--- src/rtl/noc_traffic_node.sv ---
// noc_traffic_node: mesh NoC traffic generator (raster-walk destinations) and packet checker.
// Define NOC_TRAFFIC_RX_STALL_EN to throttle rx_ready from a 16-bit LFSR.
module noc_traffic_node #(
   parameter int unsigned ID_W     = 4,
   parameter int unsigned X_ID     = 0,
   parameter int unsigned Y_ID     = 0,
   parameter int unsigned MESH_X   = 4,
   parameter int unsigned MESH_Y   = 4,
   parameter int unsigned PKT_LEN  = 4,
   parameter int unsigned NUM_PKTS = 16,
   parameter int unsigned INJ_GAP  = 0
) (
   input  logic        noc_clk,
   input  logic        noc_rst,
   input  logic        send_start,
   output logic        busy,
   output logic        done,
   output logic [63:0] tx_flit,
   output logic        tx_valid,
   input  logic        tx_ready,
   input  logic [63:0] rx_flit,
   input  logic        rx_valid,
   output logic        rx_ready,
   output logic [15:0] rx_pkt_cnt,
   output logic [15:0] err_cnt
);
   typedef enum logic [2:0] {IDLE, HEAD, BODY, GAP, DONE} tx_st_e;
   typedef enum logic {R_HEAD, R_BODY} rx_st_e;
   localparam logic [ID_W-1:0] XI = ID_W'(X_ID);
   localparam logic [ID_W-1:0] YI = ID_W'(Y_ID);
   localparam logic [ID_W-1:0] XM = ID_W'(MESH_X - 1);
   localparam logic [ID_W-1:0] YM = ID_W'(MESH_Y - 1);
   localparam logic [15:0] LAST_IDX = 16'(PKT_LEN - 1);
   localparam logic [15:0] LAST_SEQ = 16'(NUM_PKTS - 1);
   localparam logic [15:0] GAP_END  = 16'(INJ_GAP - 1);

   function automatic logic [2*ID_W-1:0] step(input logic [ID_W-1:0] x, input logic [ID_W-1:0] y);
      return (x == XM) ? {ID_W'(0), (y == YM) ? ID_W'(0) : ID_W'(y + 1'b1)} : {ID_W'(x + 1'b1), y};
   endfunction

   tx_st_e          tx_q, tx_d;
   logic [15:0]     seq_q, seq_d, idx_q, idx_d, gap_q, gap_d;
   logic [ID_W-1:0] dx_q, dx_d, dy_q, dy_d, hx, hy, nx, ny;
   logic            start, xfer, tail_xfer;

   always_ff @(posedge noc_clk or posedge noc_rst)
      if (noc_rst) begin
         tx_q  <= IDLE;
         seq_q <= '0;
         idx_q <= '0;
         gap_q <= '0;
         dx_q  <= '0;
         dy_q  <= '0;
      end else begin
         tx_q  <= tx_d;
         seq_q <= seq_d;
         idx_q <= idx_d;
         gap_q <= gap_d;
         dx_q  <= dx_d;
         dy_q  <= dy_d;
      end

   always_comb begin
      tx_d = tx_q;
      case (tx_q)
         IDLE, DONE: if (send_start) tx_d = HEAD;
         HEAD:       if (tx_ready) tx_d = BODY;
         BODY:       if (tx_ready && idx_q == LAST_IDX)
                        tx_d = (seq_q == LAST_SEQ) ? DONE : (INJ_GAP > 0) ? GAP : HEAD;
         GAP:        if (gap_q == GAP_END) tx_d = HEAD;
         default:    tx_d = IDLE;
      endcase
   end

   // The head destination skips our own node; the walk advances past it after the head goes out.
   always_comb begin
      {hx, hy}  = (dx_q == XI && dy_q == YI) ? step(dx_q, dy_q) : {dx_q, dy_q};
      {nx, ny}  = step(hx, hy);
      start     = (tx_q == IDLE || tx_q == DONE) && send_start;
      xfer      = tx_valid && tx_ready;
      tail_xfer = xfer && tx_q == BODY && idx_q == LAST_IDX;
      seq_d     = start ? 16'd0 : tail_xfer ? seq_q + 16'd1 : seq_q;
      idx_d     = (tx_q == HEAD) ? 16'd1 : (xfer && tx_q == BODY) ? idx_q + 16'd1 : idx_q;
      gap_d     = (tx_q == GAP) ? gap_q + 16'd1 : 16'd0;
      {dx_d, dy_d} = start ? '0 : (xfer && tx_q == HEAD) ? {nx, ny} : {dx_q, dy_q};
   end

   always_comb begin
      busy     = tx_q == HEAD || tx_q == BODY || tx_q == GAP;
      done     = tx_q == DONE;
      tx_valid = tx_q == HEAD || tx_q == BODY;
      tx_flit  = (tx_q == HEAD) ? {2'b00, 4'(hx), 4'(hy), 4'(XI), 4'(YI), seq_q, 30'd0} :
                 (tx_q == BODY) ? {(idx_q == LAST_IDX) ? 2'b10 : 2'b01, 30'd0, seq_q, idx_q} : 64'd0;
   end

   rx_st_e      rx_q, rx_d;
   logic [15:0] rseq_q, rseq_d, ridx_q, ridx_d, pkt_q, pkt_d, err_q, err_d;
   logic [1:0]  rtyp;
   logic        acc, bad, unused_src;

   assign unused_src = ^rx_flit[53:46];

   always_ff @(posedge noc_clk or posedge noc_rst)
      if (noc_rst) begin
         rx_q   <= R_HEAD;
         rseq_q <= '0;
         ridx_q <= '0;
         pkt_q  <= '0;
         err_q  <= '0;
      end else begin
         rx_q   <= rx_d;
         rseq_q <= rseq_d;
         ridx_q <= ridx_d;
         pkt_q  <= pkt_d;
         err_q  <= err_d;
      end

   // A head always opens a new packet, even when it also counts as an error.
   always_comb begin
      acc  = rx_valid && rx_ready;
      rtyp = rx_flit[63:62];
      bad  = (rtyp == 2'b00) ? (rx_q == R_BODY || rx_flit[61:58] != 4'(XI) || rx_flit[57:54] != 4'(YI)) :
             (rx_q == R_HEAD || rtyp == 2'b11 || rx_flit[31:16] != rseq_q || rx_flit[15:0] != ridx_q ||
              (rtyp == 2'b10 && rx_flit[15:0] != LAST_IDX));
      rx_d   = !acc ? rx_q : (rtyp == 2'b00) ? R_BODY : (rtyp == 2'b10 && rx_q == R_BODY) ? R_HEAD : rx_q;
      rseq_d = (acc && rtyp == 2'b00) ? rx_flit[45:30] : rseq_q;
      ridx_d = (acc && rtyp == 2'b00) ? 16'd1 :
               (acc && rtyp == 2'b01 && rx_q == R_BODY) ? ridx_q + 16'd1 : ridx_q;
      pkt_d  = (acc && rtyp == 2'b10 && rx_q == R_BODY && pkt_q != 16'hFFFF) ? pkt_q + 16'd1 : pkt_q;
      err_d  = (acc && bad && err_q != 16'hFFFF) ? err_q + 16'd1 : err_q;
   end

   assign rx_pkt_cnt = pkt_q;
   assign err_cnt    = err_q;

`ifdef NOC_TRAFFIC_RX_STALL_EN
   logic [15:0] lfsr_q;
   always_ff @(posedge noc_clk or posedge noc_rst)
      if (noc_rst) lfsr_q <= 16'hACE1;
      else         lfsr_q <= {lfsr_q[14:0], lfsr_q[15] ^ lfsr_q[13] ^ lfsr_q[12] ^ lfsr_q[10]};
   assign rx_ready = lfsr_q[1:0] != 2'b00;
`else
   assign rx_ready = 1'b1;
`endif
endmodule
--- config.mk ---
export PLATFORM = sky130hd
export DESIGN_NAME = noc_traffic_node
export DESIGN_NICKNAME = d
export VERILOG_FILES = /design/src/rtl/noc_traffic_node.sv
export SDC_FILE = /design/constraint.sdc
export NUM_CORES = 1
export LEC_CHECK = 0
export ABC_AREA = 0
export CAP_MARGIN = 20
export CORE_UTILIZATION = 50
export CTS_CLUSTER_DIAMETER = 50
export CTS_CLUSTER_SIZE = 12
export DETAILED_ROUTE_END_ITERATION = 16
export PLACE_DENSITY = 0.88
export SYNTH_ARGS = -nofsm -noshare
export SYNTH_HDL_FRONTEND = slang
export SYNTH_SLANG_ARGS = --single-unit
--- constraint.sdc ---
create_clock -name noc_clk -period 4.5 [get_ports noc_clk]
set_input_delay 0.45 -clock noc_clk [delete_from_list [all_inputs] [get_ports noc_clk]]
set_output_delay 0.45 -clock noc_clk [all_outputs]
set_load 0.02 [all_outputs]
# Word level (Yosys, flattened, before mapping)
# Index checks and enable logic that the tools add are counted.
# Widths: inputs -> output; s select.
# classes
add_sub_neg	10
n_eq_ne	23
n_mux	26
bitwise	1
reduce_logical	40
# ops
operator	n
$mux 64	2
$mux 16	7
$add 16x1->16 const B	6
$mux 8	5
$ne 16x16->1	2
$ne 16x16->1 const B	2
$logic_and 1x1->1	17
$add 4x1->4 const B	4
$eq 16x16->1 const B	1
$eq 16x2->1 const B	1
$eq 16x4->1 const B	1
$eq 4x2->1 const B	4
$ne 16x2->1 const B	1
$mux 3	5
$pmux 3 s4	1
$reduce_bool 2->1	5
$logic_or 1x1->1	9
$logic_not 4->1	2
$mux 4	2
$ne 2x2->1 const B	4
$reduce_bool 4->1	2
$eq 3x2->1 const B	2
$eq 2x2->1 const B	2
$reduce_and 4->1	1
10 further kinds	12
# totals
reg_bits	124
out_inout_bits	100

# Longest topological paths before layout
# logic_depth
ltp_word	9
depth_mapped	10
mapped_depth_nobuf	10

# Least setup slack after synthesis
# Ideal clock, no wire load.
# synth_timing
kind	flip-flop to flip-flop
startpoint	reg err_q[2] (netlist: err_cnt[2])
endpoint	reg err_q[3] (netlist: err_cnt[3])
setup_ns	0.130
arrival_time_ns	2.008
required_ns	4.370
setup_slack_ns	2.362
path_stages_with_launch	9
n_path_buf	2
cell_sequence	dfrtp_1 and3_1 clkbuf_1 nand2_1 o311ai_0 a31oi_1 clkbuf_1 nand4_1 xnor2_1
# synth_via
elab_chain_len	2
word_cells_on_any_way	3
classes_between	add/sub: 1; eq/ne: 1; reduce/logical: 1
# synth_lines
element	line	text
from (decl)	97	logic [15:0] rseq_q, rseq_d, ridx_q, ridx_d, pkt_q, pkt_d, err_q, err_d;
from (signal assigned)	115	err_q <= err_d;
branches (longest 2 deep; another with $add 16x1->16)	--	
# Several ways; the timed one is not identified.
# A chain may end at the register's enable or synchronous reset.

# Final worst setup path
# layout_timing
startpoint	reg dx_q[0]
endpoint	out tx_flit[54]
# layout_via
elab_chain_len	4
word_cells_on_any_way	6
classes_between	eq/ne: 1; mux: 3; reduce/logical: 2
# layout_lines
element	line	text
from (decl)	43	logic [ID_W-1:0] dx_q, dx_d, dy_q, dy_d, hx, hy, nx, ny;
from (signal assigned)	52	dx_q <= '0;
from (signal assigned)	59	dx_q <= dx_d;
$eq 4x2->1 or $logic_not 4->1 (tied branches)	38, 77	
$mux 8 or $logic_and 1x1->1 (tied branches)	38, 77	
$mux 8 (*)	77	{hx, hy} = (dx_q == XI && dy_q == YI) ? step(dx_q, dy_q) : {dx_q, dy_q};
$mux 64 (*)	92	tx_flit = (tx_q == HEAD) ? {2'b00, 4'(hx), 4'(hy), 4'(XI), 4'(YI), seq_q, 30'd0} :
to (decl)	18	output logic [63:0] tx_flit,
# Every way passes the cells marked *; elsewhere a longest branch is shown, timed or not.

==> summary.md <==
| Metric | Value |
|---|---|
| Crit-path max FO | 9 |
| Max-slew violation count | 0 |
| Minimum clock period | ~3.2 ns |
| Synth warnings | 0 |
| GRT overflow | 0 |
| CTS Hold Buffers Added | 0 |
| Share of cells above drive strength 1 | 8.20% |
| Placeable Area | about 13,000 µm² |
| Final Hold Vio Count | 0 |
| Worst path max stage delay | 0.55 ns |
| Cts repair resizes | 0 |
| Fmax | between 0.3 and 0.4 GHz |
| Diode count | 0 |
| WL/cell | 16.2 µm |
| H-tree depth | 4 |
| Setup CP Type | reg -> out |
| Inst Count DP | 1,032 |
| Yosys cell types | 52 |
| Peak VDD IR | just over 0.3 mV |
| Vias | a little under 6,000 |
| Setup violators final | 0 |
| Synthesized area | roughly 7000 µm² |
| Die Ht | around 120 µm |
| Req. time, crit path | just over 4 ns |
| Worst path arrival time | 2.73 ns |
| EDFF count, synth | 0 |
| Final Cycle Share | a little over two thirds |
| Power Dens Cells | around 380 nW/µm² |
| Cell Count, Final, Fillers Out | about 1,100 |
| Post-DP HPWL | between 10 and 15 mm |
| CTS tree | built |
| # clock sinks | around 120 |
| Final TNS setup | 0 ns |
| Worst setup SP type | register |
| Residual DRC count | 0 |
| PnR worst setup slack | between 1 and 1.5 ns |
| Die X | 119 µm |
| Max_slew headroom | a little under three fifths |
| Leakage | between 3 and 4 nW |
| Sequential area share after synthesis | 45.0% |
| Post-Route Skew | between 0.007 and 0.008 ns |
| Initial antenna violation count | 0 |
| Clock Path Buffers | 2 |
| Number of buffers created by CTS | 17 |
| Initial core utilization | 51.7% |
| Vias per cell | approximately 5.6 |
| GP Congestion | slightly above 0.9 |
| Avg Cell Area, Syn | 9.50 µm² |
| CP max-delay cell | clkdlybuf4s50_1 |
| Die area | between 10,000 and 15,000 µm² |
| Setup crit end kind | output pin |
| Initial DRC Count | approximately 430 |
| Ys flop type | dfrtp_1 |
| CTS clk-pin slew, worst paths | around 0.06 ns |
| Filler Cells Inserted | around 1,000 |
| Final Net Count | ~960 |
| Slew at the pin closest to its max-slew limit | around 0.67 ns |
| Async S/R FF share, synth | 100% |
| Area grow syn2layout | 34.0% |
| First-pass GRT wire length | around 28 mm |
| Largest net degree at the start of global routing | 79 |
| Overall power | between 3 and 4 mW |
| WL final | approximately 17 mm |
| Setup Fix Bufs, Post-CTS | 0 |
| Yosys reg bits | ~120 |
| First-pass iteration count of the detailed router | 5 |
| Port Buffers | 151 |
| Status | finished, final reports clean |
| GRT Overall Usage | between 20% and 30% |
| I/O pins | 169 |
| Post-route ant nets | 0 |
| Cell Chain, Critical Path | inv_1, ha_1, and4_1, nand2_1, mux2i_1, nor2_1, clkdlybuf4s50_1 |
| Max-Cap Viols | 0 |
| Hold crit path type | in -> async |
| Root cell of the clock tree | clkbuf_16 |
| Syn Inst Count | 726 |
| Pre-CTS setup slack | 1.65 ns |
| Num rows | 42 |
| Vias in the first global route | 5,860 |
| RSZ-0062 raised after global routing | false |
| Clock latency on the worst-skew pair | 0.42 ns |
## cells in the final DEF, fill, tap and decap left out, types with 18 or more instances in the layout
master and count:
clkdlybuf4s50_1 151, nand4_1 34, nor2_1 89, xor2_1 39, mux2_2 19, and3_1 18
xnor2_1 75, dfrtp_1 124, o21ai_0 20, a21oi_1 18, nand2_1 51, and2_1 48
nand3_1 36
## power by group
group / internal, mW / switching, mW
sequential: 1.23 / 0.148
combinational: 0.334 / 0.317
clock: 0.998 / 0.514
## cell families after synthesis
family,Yosys count,share of synthesized area (%)
other cells,2,0.109
compound gates,57,5.06
xor+xnor,114,14.5
mux,23,3.68
buf+inv,52,3.41
flops,124,45.0
simple gates,342,26.1
fa+ha+maj,12,2.18
## metal layers
layer / routed length (µm) / vias to the layer above / GRT usage (%)
li1: - / 2783 / -
met4: 337 / 0 / 9.92
met2: 8320 / 246 / 41.3
met3: 1270 / 33 / 6.99
met5: 0 / - / 0
met1: 7380 / 2901 / 32.1
## synthesized netlist by cell type (all sizes together), types with 3 or more instances
cell | instances | area share [%]
a21oi | 18 | 1.3
a22o | 3 | 0.38
a31oi | 3 | 0.27
and2 | 48 | 4.4
and3 | 18 | 1.6
and4 | 7 | 0.89
buf | 15 | 1.4
clkbuf | 19 | 1.0
dfrtp | 124 | 45
ha | 12 | 2.2
inv | 18 | 0.98
mux2 | 19 | 3.1
mux2i | 4 | 0.58
nand2 | 51 | 2.8
nand3 | 36 | 2.6
nand4 | 34 | 3.1
nor2 | 90 | 4.9
nor3 | 17 | 1.3
nor3b | 3 | 0.40
nor4 | 13 | 1.4
o21ai | 20 | 1.5
or3 | 9 | 0.82
or3b | 3 | 0.38
xnor2 | 75 | 9.5
xor2 | 39 | 5.0
## critical path: cells and delay by family, from the launching register on
kind / cells / cell delay (ns)
buffers and inverters: 2 / 0.69
DFF: 1 / 0.49
muxes: 1 / 0.45
and+or+nand+nor: 3 / 0.44
adders and majority gates: 1 / 0.24
## area by class of cell
cell class	instances	area (µm²)	share of cell area (%)
multi-input combinational	557	3600	38.9
clock inverter	14	216	2.34
sequential	124	3100	33.6
inverter	18	70.1	0.758
tap	176	220	2.38
timing repair buffer	159	1600	17.3
clock buffer	18	439	4.75
## final timing paths
kind                                           start                      to  slack (ns)  cells past startpoint
worst max-delay path             dx_q[0]$_DFFE_PP0P_             tx_flit[54]        1.32                      7
worst min-delay path                         noc_rst  rseq_q[14]$_DFFE_PP0P_        0.27                      2
min in group noc_clk              gap_q[0]$_DFF_PP0_      gap_q[0]$_DFF_PP0_        0.49                      1
max in group asynchronous                    noc_rst    idx_q[7]$_DFFE_PP0P_        3.64                      3
worst min register to register    gap_q[0]$_DFF_PP0_      gap_q[0]$_DFF_PP0_        0.49                      1
worst max register to register  idx_q[0]$_DFFE_PP0P_   seq_q[10]$_DFFE_PP0P_        1.98                      6
## state kept, by name (all words and copies together) (netlist names)
register,cells
tx_q,3
gap_q,16
seq_q,16
rx_q,1
rseq_q,16
idx_q,16
rx_pkt_cnt,16
ridx_q,16
dy_q,4
dx_q,4
err_cnt,16
## stage by stage
step           hold WS (ns)  utilization [%]  cell area [µm²]
2_1_floorplan         0.455                -             6920
3_3_place_gp          0.475             64.0             8550
3_5_place_dp          0.481             64.0             8550
4_1_cts               0.488             68.9             9200
5_1_grt               0.263             69.2             9240
6_report              0.270             69.2             9240
Note: power is estimated with default switching activity, not from simulation.
